File: config.mk
export PLATFORM = sky130hd
export DESIGN_NAME = wb_regfile
export DESIGN_NICKNAME = d
export VERILOG_FILES = /design/src/rtl/cpu_pkg.sv /design/src/rtl/wb_scoreboard.sv /design/src/rtl/wb_regfile.sv
export SDC_FILE = /design/constraint.sdc
export NUM_CORES = 2
export LEC_CHECK = 0
export CORE_ASPECT_RATIO = 1.4
export CORE_UTILIZATION = 26
export DETAILED_ROUTE_END_ITERATION = 7
export GPL_TIMING_DRIVEN = 0
export PLACE_DENSITY = 0.5
export SETUP_SLACK_MARGIN = 0.05
export SYNTH_ARGS = -nofsm -noshare
export SYNTH_HDL_FRONTEND = slang
export SYNTH_SLANG_ARGS = --single-unit
File: constraint.sdc
create_clock -name clock -period 11.93 [get_ports clock]
set_input_delay 1.7895 -clock clock [delete_from_list [all_inputs] [get_ports clock]]
set_output_delay 1.7895 -clock clock [all_outputs]
set_load 0.005 [all_outputs]
File: src/rtl/cpu_pkg.sv
// -----------------------------------------------------------------------------
// cpu_pkg
// Shared CPU definitions: the 6-bit opcode constants used by the ALU, the final
// writeback mux and the register file, plus the write-enable decode that tells
// whether an opcode produces a destination-register result.
// -----------------------------------------------------------------------------
package cpu_pkg;

    localparam int OPC_W = 6;

    typedef logic [OPC_W-1:0] opc_t;

    localparam opc_t OPC_NOP   = 6'd0;
    localparam opc_t OPC_ADD   = 6'd1;
    localparam opc_t OPC_SUB   = 6'd2;
    localparam opc_t OPC_STORE = 6'd3;
    localparam opc_t OPC_LOAD  = 6'd4;
    localparam opc_t OPC_MOVE  = 6'd5;
    localparam opc_t OPC_SGE   = 6'd6;   // first of the SGE..NOT block
    localparam opc_t OPC_NOT   = 6'd15;  // last of the SGE..NOT block
    localparam opc_t OPC_MOVEI = 6'd16;
    localparam opc_t OPC_SLI   = 6'd17;
    localparam opc_t OPC_SRI   = 6'd18;
    localparam opc_t OPC_ADDI  = 6'd19;
    localparam opc_t OPC_SUBI  = 6'd20;
    localparam opc_t OPC_JUMP  = 6'd21;
    localparam opc_t OPC_BRA   = 6'd22;
    localparam opc_t OPC_ADDF  = 6'd23;
    localparam opc_t OPC_MULF  = 6'd24;

    // True when the opcode writes its destination register. Everything from
    // ADD through SUBI writes except STORE; ADDF and MULF also write. NOP,
    // STORE, JUMP, BRA and the unassigned range 25..63 do not.
    function automatic logic opc_writes_rd(input opc_t opc);
        logic writes;
        writes = 1'b0;
        if ((opc >= OPC_ADD) && (opc <= OPC_SUBI) && (opc != OPC_STORE)) begin
            writes = 1'b1;
        end
        if ((opc == OPC_ADDF) || (opc == OPC_MULF)) begin
            writes = 1'b1;
        end
        return writes;
    endfunction

endpackage

File: src/rtl/wb_scoreboard.sv
// -----------------------------------------------------------------------------
// wb_scoreboard
// Pending-write scoreboard for the writeback stage. One pending bit per
// register: set when a writing instruction issues, cleared when its result
// commits. Keeps a registered count of pending bits and flags read-after-write
// hazards for the issuing instruction's two sources.
//
// Ports
//   clock          in   clock, rising edge
//   reset          in   synchronous active-high reset
//   iss_valid_i    in   an instruction issues this cycle
//   iss_writes_i   in   issuing opcode writes its destination
//   iss_rd_i       in   issuing destination index
//   commit_i       in   a register commit is active this cycle (rd != 0)
//   wb_rd_i        in   committing destination index
//   rs1_idx_i      in   issuing source 1 index
//   rs2_idx_i      in   issuing source 2 index
//   hazard_o       out  a source is pending and not served by the bypass
//   pend_cnt_o     out  number of pending registers
// -----------------------------------------------------------------------------
module wb_scoreboard #(
    parameter int NREG = 32,
    parameter int AW   = $clog2(NREG)
) (
    input  logic          clock,
    input  logic          reset,
    input  logic          iss_valid_i,
    input  logic          iss_writes_i,
    input  logic [AW-1:0] iss_rd_i,
    input  logic          commit_i,
    input  logic [AW-1:0] wb_rd_i,
    input  logic [AW-1:0] rs1_idx_i,
    input  logic [AW-1:0] rs2_idx_i,
    output logic          hazard_o,
    output logic [AW:0]   pend_cnt_o
);

    logic [NREG-1:0] pend_q, pend_d;
    logic [AW:0]     cnt_q, cnt_d;
    logic            set_en;
    logic            set_new;
    logic            clr_eff;
    logic            h1, h2;

    assign set_en = iss_valid_i && iss_writes_i && (iss_rd_i != '0);

    // Counter deltas are taken against the current bits so the count always
    // tracks popcount(pend): a re-set of a pending bit adds nothing, and a
    // clear overridden by a same-index set removes nothing.
    assign set_new = set_en && !pend_q[iss_rd_i];
    assign clr_eff = commit_i && pend_q[wb_rd_i] && !(set_en && (iss_rd_i == wb_rd_i));

    // NOTE: every signal assigned here gets its default first, so no path
    // through the block leaves a value held and no latch is inferred.
    always_comb begin
        pend_d = pend_q;
        if (commit_i) begin
            pend_d[wb_rd_i] = 1'b0;
        end
        // Applied after the clear so a same-index set wins: the newer
        // producer is still outstanding.
        if (set_en) begin
            pend_d[iss_rd_i] = 1'b1;
        end
        cnt_d = cnt_q + {{AW{1'b0}}, set_new} - {{AW{1'b0}}, clr_eff};
    end

    // NOTE: sequential state uses non-blocking assignments so every register
    // samples its pre-edge inputs, independent of statement order.
    always_ff @(posedge clock) begin
        if (reset) begin
            pend_q <= '0;
            cnt_q  <= '0;
        end else begin
            pend_q <= pend_d;
            cnt_q  <= cnt_d;
        end
    end

    // Only registered pend bits count, so an instruction reading its own
    // destination in its issue cycle does not hazard on itself.
    assign h1 = (rs1_idx_i != '0) && pend_q[rs1_idx_i] &&
                !(commit_i && (wb_rd_i == rs1_idx_i));
    assign h2 = (rs2_idx_i != '0) && pend_q[rs2_idx_i] &&
                !(commit_i && (wb_rd_i == rs2_idx_i));

    assign hazard_o   = iss_valid_i && (h1 || h2);
    assign pend_cnt_o = cnt_q;

endmodule

File: src/rtl/wb_regfile.sv
// -----------------------------------------------------------------------------
// wb_regfile
// Writeback-stage register file. Commits the final writeback mux result into a
// NREG x DW register array, serves two combinational read ports with
// write-to-read bypass, and reports pending-write hazards to the issue stage
// through the scoreboard sub-module. Register 0 always reads as zero.
//
// Ports
//   clock      in   clock, rising edge
//   reset      in   synchronous active-high reset
//   WB_VALID   in   retiring instruction present
//   WB_OPC     in   retiring opcode
//   WB_RD      in   retiring destination index
//   MUX_OUT    in   writeback data
//   ISS_VALID  in   instruction issues this cycle
//   ISS_OPC    in   issuing opcode
//   ISS_RD     in   issuing destination index
//   RS1_IDX    in   read port 1 / issuing source 1
//   RS2_IDX    in   read port 2 / issuing source 2
//   RD1, RD2   out  read data
//   HAZARD     out  issuing source pending and not bypassed
//   PEND_CNT   out  number of pending registers
// -----------------------------------------------------------------------------
module wb_regfile
    import cpu_pkg::*;
#(
    parameter int NREG = 32,
    parameter int DW   = 32,
    parameter int AW   = $clog2(NREG)
) (
    input  logic          clock,
    input  logic          reset,
    input  logic          WB_VALID,
    input  logic [5:0]    WB_OPC,
    input  logic [AW-1:0] WB_RD,
    input  logic [DW-1:0] MUX_OUT,
    input  logic          ISS_VALID,
    input  logic [5:0]    ISS_OPC,
    input  logic [AW-1:0] ISS_RD,
    input  logic [AW-1:0] RS1_IDX,
    input  logic [AW-1:0] RS2_IDX,
    output logic [DW-1:0] RD1,
    output logic [DW-1:0] RD2,
    output logic          HAZARD,
    output logic [AW:0]   PEND_CNT
);

    logic [DW-1:0] regs_q [NREG];
    logic          commit;

    assign commit = WB_VALID && opc_writes_rd(WB_OPC) && (WB_RD != '0);

    // NOTE: the register array is reset explicitly because a cleared file is
    // architecturally visible after reset; this forces flops rather than RAM.
    always_ff @(posedge clock) begin
        if (reset) begin
            for (int i = 0; i < NREG; i++) begin
                regs_q[i] <= '0;
            end
        end else if (commit) begin
            regs_q[WB_RD] <= MUX_OUT;
        end
    end

    // Index 0 reads as zero with no bypass; otherwise a same-cycle commit to
    // the read index is forwarded ahead of the array.
    assign RD1 = (RS1_IDX == '0)                ? '0      :
                 (commit && (WB_RD == RS1_IDX)) ? MUX_OUT :
                                                  regs_q[RS1_IDX];
    assign RD2 = (RS2_IDX == '0)                ? '0      :
                 (commit && (WB_RD == RS2_IDX)) ? MUX_OUT :
                                                  regs_q[RS2_IDX];

    wb_scoreboard #(
        .NREG (NREG),
        .AW   (AW)
    ) u_scoreboard (
        .clock        (clock),
        .reset        (reset),
        .iss_valid_i  (ISS_VALID),
        .iss_writes_i (opc_writes_rd(ISS_OPC)),
        .iss_rd_i     (ISS_RD),
        .commit_i     (commit),
        .wb_rd_i      (WB_RD),
        .rs1_idx_i    (RS1_IDX),
        .rs2_idx_i    (RS2_IDX),
        .hazard_o     (HAZARD),
        .pend_cnt_o   (PEND_CNT)
    );

endmodule

* Word-level counts from Yosys, hierarchy flattened *
Memories as Yosys holds them, arrays and structs flattened.
Index checks and enable logic that the tools add are counted.

storage, ports and cells
  bits in registers = 38
  RAM bits = 1,024
  bits of input ports = 68
  output and inout port bits = 71
  word-level logic and storage cells = 92
  memories kept = 1

memories
  name    words  bits a word  read ports  clocked after Yosys merged registers in  write ports  RTL line          RTL
  regs_q  32     32           2           0                                        32           wb_regfile.sv:48  logic [DW-1:0] regs_q [NREG];

operators by class
  add/sub/neg operators = 2
  $lt $le $gt $ge = 10
  equality and inequality tests = 9
  mux-type cells = 30
  bitwise logic cells = 3
  reductions and logical operators = 35

operator list
  cell                                                                number
  two-way mux 32 bit                                                  7
  AND 32 bit                                                          1
  NOT 32 bit                                                          1
  bitwise OR 32 bit                                                   1
  OR reduction 32 bit                                                 1
  == test 6 x 5 -> 1 bit (second input constant)                      4
  < comparator 5 x 6 -> 1 bit (second input constant)                 4
  logical AND 1 bit                                                   21
  binary-select mux 1 bit (select 5 bit)                              4
  nonzero test 5 bit                                                  4
  two-way mux 1 bit                                                   16
  == test 5 bit                                                       3
  greater-or-equal comparator 6 x 1 -> 1 bit (second input constant)  2
  less-or-equal comparator 6 x 5 -> 1 bit (second input constant)     2
  != test 6 x 2 -> 1 bit (second input constant)                      2
  demux 1 bit (select 5 bit)                                          2
  greater-or-equal comparator 5 x 1 -> 1 bit (second input constant)  2
  zero test 5 bit                                                     2
  adder 6 x 1 -> 6 bit                                                1
  subtractor 6 x 1 -> 6 bit                                           1
  two-way mux 5 bit                                                   1
  zero test 1 bit                                                     4
  logical OR 1 bit                                                    3

* Longest topological paths before layout *
  word-level depth = 12
  gate-level depth with buffers = 15
  mapped depth without buffers = 14

* By module *
Synthesis repeated with hierarchy kept, for this count alone.

second synthesis, totals
  cell total of the unflattened synthesis = 3,991
  area total of the unflattened synthesis = 58,657.5 um2

modules (own cells, without submodules)
  module         instances  cells an instance  area an instance (um2)  seq. area each (um2)
  wb_regfile     1          3,674              55,741.0                30,749.5
  wb_scoreboard  1          317                2,916.5                 760.7

* Least setup slack after synthesis *
Ideal clock, no wire load.

  path kind = input to output
  start = in RS2_IDX[0]
  end = out RD2[1]
  arrival = 3,546 ps
  required time = 10,141 ps
  slack = 6,594 ps
  stages on the path = 8
  path buffers = 3
  cells stage by stage = buf_2 -> buf_2 -> buf_1 -> mux4_2 -> o211ai_1 -> a21oi_1 -> nor2_1 -> a21oi_1

on the way
  word-level cells in the longest chain between the ends = 4
  elaborated cells on any way between the ends = 6
  classes of those cells = eq/ne: 1; mux: 2; reduce/logical: 2; memory: 1

ends and longest elaborated chain
  item                                                          RTL line          RTL
  from (decl)                                                   wb_regfile.sv:41  input logic [AW-1:0] RS2_IDX,
  branches (longest 3 deep; another with memory (32 x 32 bit))  -
  two-way mux 32 bit (*)                                        wb_regfile.sv:70  assign RD2 = (RS2_IDX == '0) ? '0 :
  to (decl)                                                     wb_regfile.sv:43  output logic [DW-1:0] RD2,

Mark *: on every way between the ends.

* Final worst setup path *
  start = in WB_RD[2]
  end = out RD1[13]

on the way
  word-level cells in the longest chain between the ends = 5
  elaborated cells on any way between the ends = 6
  classes of those cells = eq/ne: 1; mux: 2; reduce/logical: 3

ends and longest elaborated chain
  item                    RTL line          RTL
  from (decl)             wb_regfile.sv:35  input logic [AW-1:0] WB_RD,
  nonzero test 5 bit      wb_regfile.sv:51  assign commit = WB_VALID && opc_writes_rd(WB_OPC) && (WB_RD != '0);
  logical AND 1 bit       wb_regfile.sv:51
  logical AND 1 bit (*)   wb_regfile.sv:68  (commit && (WB_RD == RS1_IDX)) ? MUX_OUT :
  two-way mux 32 bit (*)  wb_regfile.sv:68
  two-way mux 32 bit (*)  wb_regfile.sv:67  assign RD1 = (RS1_IDX == '0) ? '0 :
  to (decl)               wb_regfile.sv:42  output logic [DW-1:0] RD1,

Every way passes the cells marked *; elsewhere a longest branch is shown, timed or not.

==> summary.md <==
| Metric | Value |
|---|---|
| Capturing point of the worst reg2reg path | `u_scoreboard.pend_cnt_o[5]` |
| Tcrit/Tclk final | `0.793` |
| Peak supply drop | `around 0.11 mV` |
| DRC errors left | `0` |
| CP endpoint kind | `output pin` |
| CTS Hold Buffers Added | `0` |
| CTS tree | `done` |
| Share of cells above drive strength 1 | `0.181` |
| WHS Endpoint | `u_scoreboard.pend_q[22]` |
| Area grow syn2layout | `16.4%` |
| Failing checks | `capacitance limit, slew limit` |
| Die ar. | `0.226 sq mm` |
| Global route total overflow | `0` |
| CP peak stage delay | `between 1000 and 1500 ps` |
| Initial antenna violation count | `17` |
| Maximum fanout along the worst path | `10` |
| Ys async rst share | `0` |
| Power Total | `roughly 9.3 mW` |
| Post-route setup slack | `2460 ps` |
| Required @ worst endpoint | `~10000 ps` |
| Pwr dens | `137 mW/mm^2` |
| Rel. slew slack | `-0.0211` |
| Worst-case clock buffer depth | `3` |
| Critical path class | `primary input to output pin` |
| Die Y | `approximately 560 um` |
| Num ports | `approximately 140` |
| Sequential-to-total area share from yosys stat | `0.541` |
| Drt total wl | `between 200000 and 300000 um` |
| Vias in the first global route | `~41000` |
| Global Route Usage Sum | `0.239` |
| Final ANT Viol Nets | `0` |
| Library cells used by synthesis | `62` |
| Static leakage | `about 23 nW` |
| Synth Warn # | `0` |
| Synthesized cell area | `roughly 0.058 sq mm` |
| Worst Max-Slew Pin Slew | `approximately 1500 ps` |
| Hold Path Stages | `2` |
| Initial Util | `0.262` |
| Core Footprint | `0.223 sq mm` |
| DRT iter0 DRCs | `around 5300` |
| R2R Setup Slk | `~8400 ps` |
| Worst EP arrival | `~7700 ps` |
| H-tree Lvls | `3` |
| Pre-CTS WS | `around 2800 ps` |
| Final GP Congestion | `roughly 1` |
| Fin. Hold Viols | `0` |
| Worst-Skew Late Latency | `730 ps` |
| # port buffers | `128` |
| Routed length per placed instance | `between 30 and 40 um` |
| Vias per inst | `between 5 and 6` |
| # clock sinks | `1062` |
| First-pass GRT wire length | `roughly 360000 um` |
| #FFs+latches synth | `1062` |
| Achievable frequency | `~110 MHz` |
| Total of max-cap violations | `5` |
| Syn Area/Cell | `13.7 sq um` |
| Final core occ | `0.305` |
| RSZ-0062 raised after global routing | `false` |
| Number of setup buffers added after CTS | `0` |
| EDFF count, synth | `1024` |
| Worst reg-to-reg path cell count | `13` |
| Post-CTS Resized | `0` |
| Setup Skew | `between 10 and 15 ps` |
| Min-delay worst type | `register to register` |
| Post-DP HPWL | `216000 um` |
| CTS Root Cell | `clkbuf_16` |
| Row count | `just over 200` |
| Setup TNS | `0 ps` |
| Final Max Tran Viols | `45` |
| Startpoint of the worst register-to-register path | `u_scoreboard.pend_q[14]` |
| Crit-path cells | `clkdlybuf4s50_1 > or3_1 > clkbuf_1 > o31ai_1 > nor4_1 > nand4_1 > clkbuf_1 > buf_2 > a21oi_1 > clkdlybuf4s50_1` |
| Crit path launch type | `primary input` |
| Final #Nets | `4611` |
| Fin crit period | `~9500 ps` |
| Worst Min Path Start | `u_scoreboard.pend_q[22]` |
| Main synth FF type | `edfxtp_1` |
| Total number of vias | `41384` |
| Gate Count Post-Synth | `roughly 4200` |
| Drt pass-1 iters | `5` |
| Total CTS buffers | `100` |
| Final setup vio count | `0` |
| Die width | `slightly above 400 um` |
| Max stage delay cell, worst path | `nor4_1` |
| Reg clk slew, reported paths | `~60 ps` |
| Status | `finished, violations left` |
| Largest net degree at the start of global routing | `33` |
cell type report:
cell class,count,area (sq um)
buffer,451,1880
fill,22422,155000
multi-input combinational,2710,25200
timing repair buffer,166,1990
clock inverter,62,717
antenna,11,27.5
tap,2898,3630
sequential,1062,31500
clock buffer,124,2720
inverter,45,169
critical path: cells and delay by family:
| kind | cells | cell delay (ps) |
|---|---|---|
| buf+inv | 5 | 3130 |
| simple gates | 3 | 1730 |
| compound gates | 2 | 980 |
logic make-up (layout without fill, tap and decap cells):
kind of cell,after synthesis,count (layout),synth area share
buffers and inverters,496,848,0.0345
other,1,43,0.0000644
flip-flops,1062,1062,0.541
adder cells (fa/ha/maj),7,7,0.00163
XOR/XNOR,21,21,0.00316
AND/OR/NAND/NOR,1390,1390,0.140
AO/OA/AOI/OAI,508,508,0.0598
multiplexers,752,752,0.219
power by group:
part           leakage (nW)  switching, mW  total (mW)  internal [mW]
Clock                  1.68           1.57        3.52           1.95
Combinational          11.3          0.887        1.41          0.522
Sequential             10.0          0.103        4.38           4.28
cell usage in the layout, fill, tap and decap left out, types with 29 or more instances in the layout:
cell and instances:
a21oi_1 103, nor3_1 31, buf_2 98, inv_1 39
conb_1 32, buf_12 31, edfxtp_1 1024, nand3_1 41
mux2i_1 296, o21ai_0 92, mux4_2 416, o2111ai_1 47
o211ai_1 29, a22oi_1 76, nor2_1 116, clkdlybuf4s50_1 128
dfxtp_1 38, clkbuf_1 317, nand2_1 91, and2_1 994
mux2_2 40, clkbuf_16 105
through the flow:
step / hold WS, ps / area (sq um) / std cells
floorplan: 459 / 58400 / 4268
global placement: 482 / 63300 / 7294
detailed placement: 495 / 64400 / 7332
CTS: 505 / 67800 / 7518
global route: 538 / 67800 / 7519
finish: 514 / 67800 / 7529
how the worst max path moves through the flow:
stage               slack, ps  depth (start not counted)       to        from
finish                   2460                         10  RD1[13]    WB_RD[2]
global route             2550                         10   RD2[1]    WB_RD[3]
CTS                      2750                         10  RD1[13]    WB_RD[3]
detailed placement       2760                         10  RD1[13]    WB_RD[2]
global placement         1640                          9  RD2[22]  RS2_IDX[2]
floorplan                6590                          8   RD2[1]  RS2_IDX[0]
per-layer routing:
| layer | track usage | wire length, um |
|---|---|---|
| met1 | 0.268 | 97600 |
| met2 | 0.411 | 136000 |
| met3 | 0.0419 | 21100 |
| met4 | 0.169 | 22400 |
| met5 | 0 | 45 |
Yosys cell counts (all sizes together), types with 41 or more instances:
cell type | n | area [sq um]
o21ai | 93 | 465
o2111ai | 47 | 412
mux4 | 416 | 9370
a21oi | 103 | 515
edfxtp | 1024 | 30700
nor2 | 116 | 435
clkbuf | 327 | 1240
mux2i | 296 | 2960
buf | 124 | 596
inv | 44 | 165
nand3 | 41 | 205
nor3 | 50 | 330
and2 | 994 | 6220
a22oi | 76 | 571
nand2 | 91 | 342
sequential cells by signal (all words and copies together) (netlist names):
register                 count
regs_q                    1024
u_scoreboard.pend_cnt_o      6
u_scoreboard.pend_q         32
Power figures use the tool's default switching activity.
